<file path="config.mk">
export PLATFORM = sky130hd
export DESIGN_NAME = lsu_ctrl
export DESIGN_NICKNAME = d
export VERILOG_FILES = /design/src/rtl/lsu_pkg.sv /design/src/rtl/lsu_extend.sv /design/src/rtl/lsu_ctrl.sv
export SDC_FILE = /design/constraint.sdc
export NUM_CORES = 1
export LEC_CHECK = 0
export ABC_AREA = 1
export ABC_CLOCK_PERIOD_IN_PS = 1700
export BUFFER_PORTS_ARGS = -buffer_cell sky130_fd_sc_hd__buf_2
export CAP_MARGIN = 10
export CORE_ASPECT_RATIO = 1.75
export CORE_MARGIN = 2
export CORE_UTILIZATION = 51
export DETAILED_ROUTE_END_ITERATION = 7
export PLACE_DENSITY = 0.81
export SYNTH_ARGS = -nofsm -noshare
export SYNTH_HDL_FRONTEND = slang
export SYNTH_HIERARCHICAL = 1
export SYNTH_SLANG_ARGS = --single-unit
</file>
<file path="constraint.sdc">
create_clock -name clk -period 1.7 [get_ports clk]
set_clock_uncertainty 0.1 [all_clocks]
set_input_delay 0 -clock clk [delete_from_list [all_inputs] [get_ports clk]]
set_output_delay 0 -clock clk [all_outputs]
set_load 0.005 [all_outputs]
</file>
<file path="src/rtl/lsu_pkg.sv">
// lsu_pkg: shared request-type codes, FSM state encoding and lane/legality helpers for the LSU.
package lsu_pkg;

  localparam logic [2:0] DM_WORD   = 3'b000;
  localparam logic [2:0] DM_HALF   = 3'b001;
  localparam logic [2:0] DM_HALF_U = 3'b010;
  localparam logic [2:0] DM_BYTE   = 3'b011;
  localparam logic [2:0] DM_BYTE_U = 3'b100;

  typedef enum logic [1:0] {
    S_IDLE,
    S_ISSUE,
    S_WAIT,
    S_RESP
  } state_t;

  function automatic logic type_legal(input logic [2:0] t);
    return t <= DM_BYTE_U;
  endfunction

  function automatic logic is_half(input logic [2:0] t);
    return (t == DM_HALF) || (t == DM_HALF_U);
  endfunction

  function automatic logic misaligned(input logic [2:0] t, input logic [1:0] off);
    return is_half(t) ? off[0] : (t == DM_WORD) ? (off != 2'b00) : 1'b0;
  endfunction

  function automatic logic [3:0] byte_en(input logic [2:0] t, input logic [1:0] off);
    return (t == DM_WORD) ? 4'b1111 : is_half(t) ? (4'b0011 << off) : (4'b0001 << off);
  endfunction

  function automatic logic [31:0] lane_rep(input logic [2:0] t, input logic [31:0] d);
    return (t == DM_WORD) ? d : is_half(t) ? {2{d[15:0]}} : {4{d[7:0]}};
  endfunction

endpackage

</file>
<file path="src/rtl/lsu_extend.sv">
// lsu_extend: picks the addressed byte/half/word out of a 32-bit bus word and sign/zero-extends it.
module lsu_extend
  import lsu_pkg::*;
(
  input  logic [31:0] rdata_i,
  input  logic [1:0]  off_i,
  input  logic [2:0]  type_i,
  output logic [31:0] data_o
);

  logic [31:0] sh;

  assign sh = rdata_i >> {off_i, 3'b000};

  // Extend the low lane of the shifted word according to the access type.
  always_comb
    data_o = (type_i == DM_WORD)   ? sh :
             (type_i == DM_HALF)   ? {{16{sh[15]}}, sh[15:0]} :
             (type_i == DM_HALF_U) ? {16'b0, sh[15:0]} :
             (type_i == DM_BYTE)   ? {{24{sh[7]}}, sh[7:0]} :
             (type_i == DM_BYTE_U) ? {24'b0, sh[7:0]} : 32'b0;

endmodule

</file>
<file path="src/rtl/lsu_ctrl.sv">
// lsu_ctrl: load/store unit bus initiator; one request at a time, byte-lane stores, extended loads.
// Optional feature macro LSU_MISALIGN_SPLIT_EN: when defined, misaligned half/word accesses are
// split into single-byte beats instead of completing with rsp_err.
module lsu_ctrl
  import lsu_pkg::*;
#(
  parameter int AW = 32
) (
  input  logic          clk,
  input  logic          rstn,
  input  logic          req_valid,
  output logic          req_ready,
  input  logic          req_we,
  input  logic [2:0]    req_type,
  input  logic [AW-1:0] req_addr,
  input  logic [31:0]   req_wdata,
  output logic          rsp_valid,
  output logic [31:0]   rsp_rdata,
  output logic          rsp_err,
  output logic          mem_req,
  input  logic          mem_gnt,
  output logic          mem_we,
  output logic [AW-1:0] mem_addr,
  output logic [3:0]    mem_be,
  output logic [31:0]   mem_wdata,
  input  logic          mem_rvalid,
  input  logic [31:0]   mem_rdata
);

`ifdef LSU_MISALIGN_SPLIT_EN
  localparam bit SPLIT = 1'b1;
`else
  localparam bit SPLIT = 1'b0;
`endif

  state_t        state_q, state_d;
  logic          we_q, we_d;
  logic [2:0]    type_q, type_d;
  logic [AW-1:0] addr_q, addr_d;
  logic [31:0]   wdata_q, wdata_d;
  logic          err_q, err_d;
  logic          split_q, split_d;
  logic [1:0]    beat_q, beat_d;
  logic [31:0]   merge_q, merge_d;
  logic [31:0]   rdata_q, rdata_d;

  logic [AW-1:0] beat_addr;
  logic [1:0]    lane;
  logic [7:0]    beat_byte;
  logic [31:0]   merged;
  logic          last;
  logic          issue;
  logic [31:0]   ext_data;

  // Non-split accesses keep beat_q at 0, so beat_addr is simply the request address.
  assign beat_addr = addr_q + AW'(beat_q);
  assign lane      = beat_addr[1:0];
  assign beat_byte = mem_rdata[{lane, 3'b000} +: 8];
  assign merged    = merge_q | ({24'b0, beat_byte} << {beat_q, 3'b000});
  assign last      = !split_q || (beat_q == ((type_q == DM_WORD) ? 2'd3 : 2'd1));
  assign issue     = (state_q == S_ISSUE);

  // Split loads are assembled little-endian in merged, so extension then starts at lane 0.
  lsu_extend u_ext (
    .rdata_i (split_q ? merged : mem_rdata),
    .off_i   (split_q ? 2'b00 : addr_q[1:0]),
    .type_i  (type_q),
    .data_o  (ext_data)
  );

  // Bus and response outputs are decoded from state so they read 0 outside their phase.
  always_comb begin
    req_ready = (state_q == S_IDLE);
    rsp_valid = (state_q == S_RESP);
    rsp_rdata = rsp_valid ? rdata_q : 32'b0;
    rsp_err   = rsp_valid & err_q;
    mem_req   = issue;
    mem_we    = issue & we_q;
    mem_addr  = issue ? {beat_addr[AW-1:2], 2'b00} : '0;
    mem_be    = !issue ? 4'b0 : split_q ? (4'b0001 << lane) : byte_en(type_q, addr_q[1:0]);
    mem_wdata = !issue ? 32'b0 : split_q ? {4{wdata_q[{beat_q, 3'b000} +: 8]}} : lane_rep(type_q, wdata_q);
  end

  // Next-state: accept and classify in IDLE, hold the bus until grant, collect beats in WAIT.
  always_comb begin
    state_d = state_q;
    we_d    = we_q;
    type_d  = type_q;
    addr_d  = addr_q;
    wdata_d = wdata_q;
    err_d   = err_q;
    split_d = split_q;
    beat_d  = beat_q;
    merge_d = merge_q;
    rdata_d = rdata_q;
    case (state_q)
      S_IDLE: if (req_valid) begin
        we_d    = req_we;
        type_d  = req_type;
        addr_d  = req_addr;
        wdata_d = req_wdata;
        err_d   = !type_legal(req_type) || (misaligned(req_type, req_addr[1:0]) && !SPLIT);
        split_d = type_legal(req_type) && misaligned(req_type, req_addr[1:0]) && SPLIT;
        beat_d  = 2'd0;
        merge_d = 32'b0;
        rdata_d = 32'b0;
        state_d = err_d ? S_RESP : S_ISSUE;
      end
      S_ISSUE: if (mem_gnt) state_d = S_WAIT;
      S_WAIT: if (mem_rvalid) begin
        merge_d = merged;
        if (last) begin
          rdata_d = we_q ? 32'b0 : ext_data;
          state_d = S_RESP;
        end else begin
          beat_d  = beat_q + 2'd1;
          state_d = S_ISSUE;
        end
      end
      default: state_d = S_IDLE;
    endcase
  end

  // State and request registers; reset aborts any transaction in flight without a response.
  always_ff @(posedge clk or negedge rstn) begin
    if (!rstn) begin
      state_q <= S_IDLE;
      we_q    <= 1'b0;
      type_q  <= DM_WORD;
      addr_q  <= '0;
      wdata_q <= 32'b0;
      err_q   <= 1'b0;
      split_q <= 1'b0;
      beat_q  <= 2'd0;
      merge_q <= 32'b0;
      rdata_q <= 32'b0;
    end else begin
      state_q <= state_d;
      we_q    <= we_d;
      type_q  <= type_d;
      addr_q  <= addr_d;
      wdata_q <= wdata_d;
      err_q   <= err_d;
      split_q <= split_d;
      beat_q  <= beat_d;
      merge_q <= merge_d;
      rdata_q <= rdata_d;
    end
  end

endmodule
</file>
-- Word level (Yosys, flattened, before mapping)
Index checks and enable logic that the tools add are counted.
- shifts and indexed selects: 3
- bitwise gates (word level): 3
- $add $sub $neg: 1
- equality and inequality tests: 12
- multiplexer cells: 26
- multipliers: 0
- div/mod/pow operators: 0
- $lt $le $gt $ge: 1
- reductions and logical operators: 13
- operator list (cell ; number):
    $mux W32 ; 12
    $pmux W32 S2 ; 1
    $add A32 B2 Y32 ; 1
    $shr A32 B5 Y32 ; 1
    $mux W2 ; 6
    $mux W4 ; 3
    $eq A3 B2 Y1 const B ; 3
    $mux W8 ; 1
    $eq A3 B1 Y1 const B ; 2
    $logic_not A3 Y1 ; 2
    $ne A2 B2 Y1 const B ; 3
    $pmux W2 S3 ; 1
    $reduce_and A3 Y1 ; 2
    $eq A2 B2 Y1 const B ; 2
    $reduce_and A4 Y1 ; 1
    $reduce_bool A2 Y1 ; 2
    $shl A1 B2 Y4 const A ; 1
    $shl A2 B2 Y4 const A ; 1
    $eq A3 B3 Y1 const B ; 1
    $le A3 B3 Y1 const B ; 1
    $logic_or A1 B1 Y1 ; 3
    $and A1 B1 Y1 ; 2
    $eq A2 B1 Y1 const B ; 1
    $logic_not A2 Y1 ; 1
    4 further kinds ; 5
- bits in read-only memories: 0
- output and inout bits: 105
- RAM bits: 0
- input bits: 105
- memories: 0
- register bits after elaboration: 105
- bits in latches: 0
- logic and storage cells: 67

-- Logic depth before layout (Yosys ltp)
Gate-level depths: netlist of run 1.
- word-level depth: 9
- gate-level depth with buffers: 10
- gate-level depth less buffers: 9

-- Modules after synthesis
Netlist of run 1, hierarchy kept.
- modules (own cells, without submodules) (module ; area an instance (um^2) ; cells each ; instances ; seq. area each (um^2)):
    lsu_ctrl ; 5173.7 ; 717 ; 1 ; 2577.5
    lsu_extend ; 887.1 ; 182 ; 1 ; 0.0

-- Least setup slack after synthesis of run 1
Ideal clock, no wire load.
- path type: register to register
- start: reg state_q[0]
- end: reg type_q[1]
- arrival time: 1.271 ns
- path buffers: 2
- clock period less this slack: 1.488 ns
- required time: 1.483 ns
- setup time: 0.117 ns
- slack: 0.212 ns
- cell stages (with the launch flop): 8
- path through: dfrtp_1 > inv_1 > ha_1 > nand2_2 > buf_2 > buf_2 > nand2_1 > nand2_1
- word-level cells in the longest chain between the ends: 2
- RTL lines (what ; RTL line ; source):
    from (decl) ; lsu_ctrl.sv:36 ; state_t state_q, state_d;
    from (signal assigned) ; lsu_ctrl.sv:138 ; state_q <= state_d;
    $logic_not A2 Y1 ; - ;
    net req_ready ; lsu_ctrl.sv:12 ; output logic req_ready,
    $reduce_and A2 Y1 (no source line) ; - ;
    to (signal assigned) ; lsu_ctrl.sv:140 ; type_q <= type_d;
    to (decl) ; lsu_ctrl.sv:38 ; logic [2:0] type_q, type_d;
The timed path passes the listed nets, and every way through them passes these cells.
A chain may end at the register's enable or synchronous reset.

-- Worst setup path after layout of run 1
- start: reg type_q[1]
- end: out mem_wdata[26]
- word-level cells in the longest chain between the ends: 5
- elaborated cells between the ends (all ways): 7
- those cells by class: 2 x eq/ne; 3 x mux; 2 x reduce/logical
- RTL lines (what ; RTL line ; source):
    $eq A3 B1 Y1 / $eq A3 B2 Y1 (equally long branches) ; lsu_pkg.sv:22 ; return (t == DM_HALF) || (t == DM_HALF_U);
    $logic_or A1 B1 Y1 ; lsu_pkg.sv:22 ;
    $mux W32 ; lsu_pkg.sv:34 ; return (t == DM_WORD) ? d : is_half(t) ? {2{d[15:0]}} : {4{d[7:0]}};
    $mux W32 (*) ; lsu_pkg.sv:34 ;
    $mux W32 (*) ; lsu_ctrl.sv:81 ; mem_wdata = !issue ? 32'b0 : split_q ? {4{wdata_q[{beat_q, 3'b000} +: 8]}} : lane_rep(type_q, wdata_q);
    to (decl) ; lsu_ctrl.sv:25 ; output logic [31:0] mem_wdata,
Every way passes the cells marked *; elsewhere a longest branch is shown, timed or not.

==> flow_summary.yaml, run 1 <==
sta:
  fmaxAchievable_mhz: 526
  final.min_clock_period_ps: 1900
  setup_violations: 55
  report.final.slew_viol_count: 0
  setup_slack_ps: -202
  hold_ws_ps: 4.63
  setup_repair_after_global_routing_missed_its_margin: "yes"
  hold_viol: 0
  finalSetupTns_ps: -3480
  final_min_period_over_clock_period_pct: 112
clock_network:
  cts-buffers-inserted: 9
  clk_path_buf_depth: 2
  worst_skew_pair.late_latency_ps: 350
  htree_num_levels: 3
  worst_setup_hold_path_clk_slew_ps: 80
  cts.sinks: 103
  tritoncts: "done"
  root_buffer: "sky130_fd_sc_hd__clkbuf_16"
job:
  cap_violations: 0
grt:
  grt_max_degree: 65
  global_route_wire_length_before_repair_um: 32600
  antenna_found_initial: 0
  first_global_vias: 6893
  grt_util_all_layers_pct: 32.1
  globalRoute.totalOverflow: 0
critical_path:
  critPathMostFrequentCell: "sky130_fd_sc_hd__nand2_1"
  timing.critical_path.from_type: "register"
  timing.critical_path.depth: 8
  regToRegStartpoint: "state_q[1]"
  crit_path_max_incr_delay_ps: 440
  cp_cell_sequence: "nand2_1 > nand2_2 > nor2_4 > inv_4 > nand2_1 > nand3_2 > nor2_1 > buf_2"
  arrival_ps: 1800
  cpLargestDelayFamily: "simple AND/OR/NAND/NOR gates"
  setup.worst_path.end: "mem_wdata[26]"
  crit_path_max_fanout: 8
  reg2reg_depth: 9
  rrSetupSlack_ps: -10
  timing.critical_path.to_type: "primary output"
  critical_path.slowest_cell: "sky130_fd_sc_hd__dfrtp_2"
  critPathRequiredTime_ps: 1600
  criticalPathCategory: "register to primary output"
  worst_setup_sp: "type_q[1]"
  endpoint_of_the_worst_slack_reg_to_reg_timing_path: "rdata_q[8]"
  worstPathBufferInverterCount: 2
detailed_routing:
  ant_nets: 0
  route.final.wire_length_um: 25300
  route.detailed.wl_per_inst_um: 19.0
  drc_errors: 0
  vias_per_cell: 5.66
  count_of_vias_placed_by_the_detailed_router: 7526
  drtIter0Drc: 560
  dr.pass1.iters: 5
logic_synthesis:
  synthDominantAreaCellType: "sky130_fd_sc_hd__dfrtp_1"
  post_synthesis_compound_gate_area_fraction_pct: 8.53
  syn_inst: 899
  ys_seq_area_share_pct: 42.5
  mappedNetlistArea_um2: 6060
  post_synth.cell_area_avg_um2: 6.74
  synth.ff_latch_count: 103
  synthesis.yosys.warnings: 6
  main_combinational_cell_family_by_area_after_synthesis: "simple AND/OR/NAND/NOR gates"
  synthSimpleGateAreaFrac_pct: 35.6
  area_fraction_of_the_dominant_cell_type_after_synthesis_pct: 42.5
  number_of_synthesized_flops_with_an_enable_pin: 0
  synth_xor_xnor_area_share_pct: 0
  most_common_library_cells_after_synthesis: "sky130_fd_sc_hd__nand2_1 (393), sky130_fd_sc_hd__dfrtp_1 (103), sky130_fd_sc_hd__inv_1 (102), sky130_fd_sc_hd__nand3_1 (67), sky130_fd_sc_hd__nor2_1 (59)"
  portion_of_netlist_area_occupied_by_mux_cells_pct: 0
  ys.flop_type: "sky130_fd_sc_hd__dfrtp_1"
  synth-adder-area-share_pct: 0.826
  synth-async-reset-ratio_pct: 100
  yosys.cell_types.count: 30
  synth.most_common_cell: "sky130_fd_sc_hd__nand2_1"
  post_synth_main_area_contributors: "sky130_fd_sc_hd__dfrtp_1 (43%), sky130_fd_sc_hd__nand2_1 (24%), sky130_fd_sc_hd__inv_1 (6.3%)"
outcome:
  outcome: "complete, but fails checks"
  violated_checks: "negative setup slack"
placed_design:
  dpl_cell_area_um2: 7290
  port_buffers: 207
  detailedPlacementHpwl_um: 13000
  gp_routability_congestion: 0.940
layout:
  final_layout_size_suffix_gt1_share_pct: 33.2
  area.growth.synth_to_final_pct: 50.9
  postLayoutCoreUtil_pct: 79.0
  nNetsFinal: 1298
  post-route-cell-area_um2: 9150
power:
  seq_power_share_pct: 26.9
  power.internal_w: 0.00846
  switching_share_pct: 48.8
  reported_net_switching_power_w: 0.00805
  power_density_nw_per_um2: 1800
  total_leakage_power_nw: 5.64
  power.share.combinational_pct: 60.4
  power.clock.fraction_pct: 12.7
  irDropWorstVdd_mv: 1.25
floorplan:
  fp.dieArea_um2: 12800
  ioPinCount: 210
  initial_core_utilization_pct: 52.3
  chipWidth_um: 86.4
  row_count: 52
  area_inside_the_core_boundary_um2: 11600
  dieHeight_um: 148
min_path:
  holdCritPathClass: "input pin to async pin"
through the flow:
| stage | std cells | total power, W | setup slack [ps] |
|---|---|---|---|
| after global placement | 1221 | 0.0111 | 170 |
| after global routing | 1329 | 0.0173 | -238 |
| final | 1330 | 0.0165 | -202 |
| after floorplan | 900 | 0.00881 | 212 |
| after CTS | 1316 | 0.0139 | -46.7 |
| after detailed placement | 1221 | 0.0112 | 92.2 |
cell usage in the layout, fill, tap and decap left out, drive strengths merged, types with 4 or more instances in the layout:
master	n
nand2	400
buf	257
inv	110
dfrtp	103
dlygate4sd3	70
o21ai	70
nand3	69
nor2	64
clkbuf	15
a21oi	13
o211ai	9
ha	4
cells by family (layout without fill, tap and decap cells):
logic type / Yosys count / after routing
compound gates: 93 / 93
buf+inv: 163 / 457
simple gates: 535 / 535
fa+ha+maj: 4 / 4
other cells: 1 / 3
flops: 103 / 103
worst min path at each step:
| stage | end | cells past startpoint | slack, ps |
|---|---|---|---|
| floorplan | addr_q[0] | 0 | -400 |
| global placement | wdata_q[20] | 1 | -160 |
| detailed placement | wdata_q[3] | 1 | -150 |
| CTS | wdata_q[4] | 2 | 2 |
| global route | rdata_q[4] | 7 | 40 |
| finish | wdata_q[13] | 2 | 5 |
cell type report:
type | instances | area [um2]
Clock inverter | 7 | 66.3
Tap cell | 135 | 169
Timing Repair Buffer | 333 | 2540
Multi-Input combinational cell | 634 | 3140
Clock buffer | 9 | 225
Fill cell | 751 | 2430
Sequential cell | 103 | 2580
Antenna cell | 1 | 2.50
Inverter | 108 | 423
layer usage:
layer / share of wire (%) / global-route usage [%] / up-vias / routed length, um
met1: 31 / 35.7 / 3466 / 7950
met3: 8.9 / 5.49 / 148 / 2260
met4: 7.7 / 17.3 / 0 / 1950
met5: 0 / 0 / - / 0
li1: - / - / 3320 / -
met2: 52 / 57.1 / 592 / 13100
worst reg2reg max path, delay by kind of cell, from the launching register on:
kind,cells,cell delay (ps)
fa+ha+maj,1,170
buf+inv,3,420
flops,1,430
simple gates,5,530
power by group through the flow:
stage / clock, W / combinational (W) / sequential [W]
detailed placement: 0 / 0.00700 / 0.00422
global placement: 0 / 0.00688 / 0.00417
floorplan: 0 / 0.00479 / 0.00402
CTS: 0.00208 / 0.00771 / 0.00416
finish: 0.00209 / 0.00998 / 0.00444
global route: 0.00218 / 0.0106 / 0.00450
timing repair:
action                                 in CTS  in global routing
endpoints found under the hold margin     174                  0
gates cloned                                2                  9
hold buffers                               70                  0
pin swaps                                   8                  8
buffers inserted                            7                  4
setup endpoints to repair                  31                136
resized for setup                          27                128
state kept, by name (all words and copies together) (netlist names):
register  count
addr_q       32
we_q          1
type_q        3
wdata_q      32
rdata_q      32
state_q       2
err_q         1
Note: power is estimated with default switching activity, not from simulation.
==> run 2, diff against run 1 <==
--- a/config.mk
+++ b/config.mk
@@ -9,7 +9,7 @@
 export ABC_CLOCK_PERIOD_IN_PS = 1700
 export BUFFER_PORTS_ARGS = -buffer_cell sky130_fd_sc_hd__buf_2
 export CAP_MARGIN = 10
-export CORE_ASPECT_RATIO = 1.75
+export CORE_ASPECT_RATIO = 1.25
 export CORE_MARGIN = 2
 export CORE_UTILIZATION = 51
 export DETAILED_ROUTE_END_ITERATION = 7
==> run 2 against run 1 <==
Compared with the run above: the flow still finishes with violations (negative setup slack); via count increased by 0.93%; first-iteration DRC count increased by 30%; setup slack got worse by 39 ps; combinational power decreased by 4.2%; hold slack improved by 6.3 ps; non-clock buffer count decreased by 1; design area decreased by 2.7%; final cell count increased by 1.9%; register-to-register slack got worse by 60 ps; wire length decreased by 2.7%.
==> flow_summary.yaml, run 2 (synthesis gave the netlist of run 1 again) <==
floorplan:
  dieHeight_um: 126
  initial_core_utilization_pct: 52.2
  fp.dieArea_um2: 12800
  row_count: 44
  area_inside_the_core_boundary_um2: 11600
  chipWidth_um: 102
  ioPinCount: 210
critical_path:
  regToRegStartpoint: "state_q[1]"
  rrSetupSlack_ps: -70
  worstPathBufferInverterCount: 2
  crit_path_max_incr_delay_ps: 420
  cp_cell_sequence: "nand2_1 > nand2_1 > nor2_2 > inv_2 > nand2_1 > nand3_2 > a21oi_4 > buf_2"
  criticalPathCategory: "register to primary output"
  timing.critical_path.to_type: "primary output"
  critPathRequiredTime_ps: 1600
  cpLargestDelayFamily: "simple AND/OR/NAND/NOR gates"
  endpoint_of_the_worst_slack_reg_to_reg_timing_path: "wdata_q[10]"
  reg2reg_depth: 8
  crit_path_max_fanout: 5
  arrival_ps: 1840
  timing.critical_path.from_type: "register"
  critPathMostFrequentCell: "sky130_fd_sc_hd__nand2_1"
  critical_path.slowest_cell: "sky130_fd_sc_hd__dfrtp_1"
outcome:
  outcome: "complete, but fails checks"
  violated_checks: "negative setup slack"
layout:
  area_of_the_multi_input_gates_um2: 2960
  layout_commonest_cell: "sky130_fd_sc_hd__nand2_1"
  post-route-cell-area_um2: 8900
  sequential_cell_area_um2: 2580
  filler_cell_count: 764
  nNetsFinal: 1297
  final_layout_size_suffix_gt1_share_pct: 28.9
  layout_common_cells: "sky130_fd_sc_hd__nand2_1 (387), sky130_fd_sc_hd__buf_2 (205), sky130_fd_sc_hd__dfrtp_1 (101)"
  registers_with_the_most_flip_flops: "addr_q x32, rdata_q x32, wdata_q x32"
  area.growth.synth_to_final_pct: 46.8
  non_filler_instances: 1355
min_path:
  worst_hold_startpoint: "mem_rdata[5]"
  holdCritPathClass: "input pin to register"
  min_delay_path_depth: 7
  worst_hold_path.endpoint: "rdata_q[5]"
sta:
  hold_viol: 0
  setup_repair_after_global_routing_missed_its_margin: "yes"
  setup_violations: 54
  report.final.slew_viol_count: 0
  hold_ws_ps: 11.0
  fmaxAchievable_mhz: 515
  setup_slack_ps: -241
  final_min_period_over_clock_period_pct: 114
  final.min_clock_period_ps: 1940
power:
  total_leakage_power_nw: 5.50
  power.share.combinational_pct: 59.3
  irDropWorstVdd_mv: 1.08
  switching_share_pct: 48.1
  power_density_nw_per_um2: 1810
  reported_net_switching_power_w: 0.00775
  seq_power_share_pct: 27.2
  power.internal_w: 0.00836
  power.clock.fraction_pct: 13.5
placed_design:
  numPlacedInstances: 1243
  dpl_cell_area_um2: 7320
  port_buffers: 207
  detailedPlacementHpwl_um: 12400
  gp_routability_congestion: 0.910
grt:
  grt_util_all_layers_pct: 33.2
  globalRoute.totalOverflow: 0
  antenna_found_initial: 2
  grt_max_degree: 61
  first_global_vias: 6969
  global_route_wire_length_before_repair_um: 33500
job:
  cap_violations: 0
detailed_routing:
  drtIter0Drc: 730
  drc_errors: 0
  dr.pass1.iters: 8
  ant_nets: 0
  vias_per_cell: 5.61
  count_of_vias_placed_by_the_detailed_router: 7596
  route.final.wire_length_um: 24600
  route.detailed.wl_per_inst_um: 18.2
clock_network:
  cts-buffers-inserted: 9
  tritoncts: "done"
  htree_num_levels: 3
  worst_skew_pair.late_latency_ps: 340
  root_buffer: "sky130_fd_sc_hd__clkbuf_16"
  clk_path_buf_depth: 2
  worst_setup_hold_path_clk_slew_ps: 70
  cts.sinks: 103
==> run 2: repair_timing <==
action	CTS	global route
hold buffers	70	0
gates cloned	0	5
pin swaps	1	11
gates resized for setup	22	61
setup endpoints to repair	91	133
setup buffers	7	13
endpoints found under the hold margin	173	0
==> run 2: layout make-up <==
cell class / count / share of cell area (%)
inverters: 108 / 4.70
well taps: 161 / 2.26
clock buffers: 10 / 2.57
clock inverters: 6 / 0.844
flip-flops and latches: 103 / 29.0
multi-input cells: 634 / 33.2
diodes: 1 / 0.0281
repair buffers: 332 / 27.4
==> run 2: worst max-delay path by stage <==
| stage | startpoint | to | slack (ps) | cells past startpoint |
|---|---|---|---|---|
| floorplan | state_q[0] | type_q[1] | 210 | 7 |
| global placement | addr_q[1] | rdata_q[31] | 150 | 7 |
| detailed placement | state_q[0] | rdata_q[3] | 80 | 8 |
| CTS | type_q[2] | mem_wdata[15] | -70 | 9 |
| global route | type_q[0] | mem_wdata[8] | -280 | 8 |
| finish | type_q[1] | mem_wdata[8] | -240 | 8 |
==> run 2: worst reg2reg max path, delay by kind of cell, from the launching register on <==
family | cells | cell delay (ps)
AO/OA/AOI/OAI | 1 | 130
adder cells (fa/ha/maj) | 1 | 240
buffers and inverters | 4 | 570
flip-flops | 1 | 410
AND/OR/NAND/NOR | 2 | 210
==> run 2: metal layers <==
| metal | vias to the layer above | wire length [um] | global-route usage (%) |
|---|---|---|---|
| li1 | 3307 | - | - |
| met1 | 3457 | 7930 | 38.9 |
| met2 | 642 | 12100 | 56.6 |
| met3 | 190 | 2590 | 6.88 |
| met4 | 0 | 2000 | 17.0 |
| met5 | - | 0 | 0 |
==> run 2: power by group through the flow <==
stage,clock [W],combinational (W),sequential (W)
after CTS,0.00215,0.00756,0.00414
after global placement,0,0.00693,0.00414
final,0.00217,0.00956,0.00438
after global routing,0.00229,0.0102,0.00444
after floorplan,0,0.00479,0.00402
after detailed placement,0,0.00704,0.00418
==> run 2: through the flow <==
step / total power, W / util [%] / TNS [ps] / setup slack [ps]
final: 0.0161 / 76.6 / -3380 / -241
after global routing: 0.0169 / 76.6 / -9520 / -282
after CTS: 0.0139 / 72.8 / -768 / -69.9
after detailed placement: 0.0112 / 63.0 / 0 / 80.8
after global placement: 0.0111 / 63.0 / 0 / 147
after floorplan: 0.00881 / - / 0 / 212
==> run 3, diff against run 2 <==
--- a/config.mk
+++ b/config.mk
@@ -14,6 +14,8 @@
 export CORE_UTILIZATION = 51
 export DETAILED_ROUTE_END_ITERATION = 7
 export PLACE_DENSITY = 0.81
+export SKIP_CTS_REPAIR_TIMING = 1
+export SKIP_LAST_GASP = 1
 export SYNTH_ARGS = -nofsm -noshare
 export SYNTH_HDL_FRONTEND = slang
 export SYNTH_HIERARCHICAL = 1
==> run 3 against run 2 <==
Compared with the run above: combinational power down 2.5%; register-to-register slack gained 90 ps; final cell count is 0.30% lower; the flow still finishes with violations (negative setup slack); sequential share of layout area increased by 0.22 points; die area is the same; setup slack improved by 21 ps.
==> flow_summary.yaml, run 3 (synthesis gave the netlist of run 1 again) <==
critical_path:
  reg2reg_depth: 7
  critPathRequiredTime_ps: 1600
  endpoint_of_the_worst_slack_reg_to_reg_timing_path: "wdata_q[14]"
  criticalPathCategory: "register to primary output"
  timing.critical_path.from_type: "register"
  rrSetupSlack_ps: 20
  arrival_ps: 1820
  timing.critical_path.to_type: "primary output"
  regToRegStartpoint: "state_q[0]"
  crit_path_max_fanout: 5
detailed_routing:
  route.detailed.wl_per_inst_um: 17.5
  count_of_vias_placed_by_the_detailed_router: 7550
  vias_per_cell: 5.59
  drc_errors: 0
  drtIter0Drc: 634
  route.final.wire_length_um: 23700
  ant_nets: 0
  dr.pass1.iters: 6
grt:
  grt_max_degree: 61
  globalRoute.totalOverflow: 0
  antenna_found_initial: 1
  global_route_wire_length_before_repair_um: 27400
  first_global_vias: 5935
  grt_util_all_layers_pct: 26.9
floorplan:
  initial_core_utilization_pct: 52.2
  area_inside_the_core_boundary_um2: 11600
  row_count: 44
  ioPinCount: 210
  fp.dieArea_um2: 12800
  chipWidth_um: 102
  dieHeight_um: 126
placed_design:
  gp_routability_congestion: 0.910
  numPlacedInstances: 1243
  pre_cts_slack_ps: 80.8
  detailedPlacementHpwl_um: 12400
  port_buffers: 207
power:
  total_leakage_power_nw: 5.48
  seq_power_share_pct: 27.4
  reported_net_switching_power_w: 0.00745
  switching_share_pct: 47.1
  power.clock.fraction_pct: 13.6
  power_density_nw_per_um2: 1790
  irDropWorstVdd_mv: 1.24
  power.internal_w: 0.00836
  power.share.combinational_pct: 59.0
outcome:
  outcome: "complete, but fails checks"
  violated_checks: "negative setup slack"
layout:
  final_layout_size_suffix_gt1_share_pct: 28.2
  sequential_cell_area_um2: 2580
  layout_commonest_cell: "sky130_fd_sc_hd__nand2_1"
  nNetsFinal: 1293
  non_filler_instances: 1351
  filler_cell_count: 783
  area.growth.synth_to_final_pct: 45.6
  layout_common_cells: "sky130_fd_sc_hd__nand2_1 (390), sky130_fd_sc_hd__buf_2 (207), sky130_fd_sc_hd__dfrtp_1 (102)"
  area_of_the_multi_input_gates_um2: 2900
  registers_with_the_most_flip_flops: "addr_q x32, rdata_q x32, wdata_q x32"
clock_network:
  tritoncts: "done"
  htree_num_levels: 3
  root_buffer: "sky130_fd_sc_hd__clkbuf_16"
  worst_setup_hold_path_clk_slew_ps: 70
  worst_skew_pair.late_latency_ps: 340
  cts-buffers-inserted: 9
  cts.sinks: 103
  clk_path_buf_depth: 2
min_path:
  worst_hold_path.endpoint: "state_q[1]"
  holdCritPathClass: "input pin to register"
  min_delay_path_depth: 5
  worst_hold_startpoint: "mem_gnt"
sta:
  report.final.slew_viol_count: 0
  setup_repair_after_global_routing_missed_its_margin: "yes"
  final.min_clock_period_ps: 1920
  final_min_period_over_clock_period_pct: 113
  setup_slack_ps: -221
  hold_viol: 0
  setup_violations: 36
  fmaxAchievable_mhz: 521
job:
  cap_violations: 0
==> run 3: per-stage QoR <==
step / utilization (%) / hold WS, ps / cell area, um2 / power [W] / TNS [ps]
3_3_place_gp: 63.0 / -125 / 7320 / 0.0111 / 0
4_1_cts: 65.7 / -504 / 7630 / 0.0134 / -9800
2_1_floorplan: - / -396 / 6060 / 0.00881 / 0
3_5_place_dp: 63.0 / -130 / 7320 / 0.0112 / 0
5_1_grt: 76.0 / 26.1 / 8820 / 0.0166 / -5830
6_report: 76.0 / 16.9 / 8830 / 0.0158 / -2910
==> run 3: how the worst max path moves through the flow <==
stage,startpoint,end,slack (ps),cells after the start
2_1_floorplan,state_q[0],type_q[1],210,7
3_3_place_gp,addr_q[1],rdata_q[31],150,7
3_5_place_dp,state_q[0],rdata_q[3],80,8
4_1_cts,state_q[1],mem_wdata[11],-240,6
5_1_grt,type_q[1],mem_wdata[28],-320,9
6_report,type_q[1],mem_wdata[28],-220,9
==> run 3: power by group through the flow <==
stage | clock (W) | combinational [W] | sequential, W
2_1_floorplan | 0 | 0.00479 | 0.00402
3_3_place_gp | 0 | 0.00693 | 0.00414
3_5_place_dp | 0 | 0.00704 | 0.00418
4_1_cts | 0.00215 | 0.00708 | 0.00415
5_1_grt | 0.00227 | 0.00998 | 0.00438
6_report | 0.00216 | 0.00932 | 0.00433
==> run 3: layout make-up <==
cell class	count	area share [%]
Multi-Input combinational cell	634	32.9
Antenna cell	1	0.0283
Sequential cell	103	29.2
Inverter	108	4.76
Tap cell	161	2.28
Clock buffer	10	2.59
Clock inverter	6	0.850
Timing Repair Buffer	328	27.4
==> run 3: worst max-delay path, cell delays in order, from the launching register on <==
cell and delay [ps]:
sky130_fd_sc_hd__dfrtp_1 430, sky130_fd_sc_hd__nand2_1 100, sky130_fd_sc_hd__nand2_2 70, sky130_fd_sc_hd__nor2_4 160, sky130_fd_sc_hd__inv_2 90, sky130_fd_sc_hd__buf_6 150, sky130_fd_sc_hd__nand2_1 90, sky130_fd_sc_hd__nand3_2 100
sky130_fd_sc_hd__nor2_1 160, sky130_fd_sc_hd__buf_2 140
==> run 3: layer usage <==
layer	wire length, um	up-vias	GRT usage (%)	share of wire, %
met2	11900	637	45.8	50
met1	7760	3425	33.2	33
met3	2420	172	5.77	10
li1	-	3316	-	-
met4	1610	0	9.78	6.8
met5	0	-	0	0
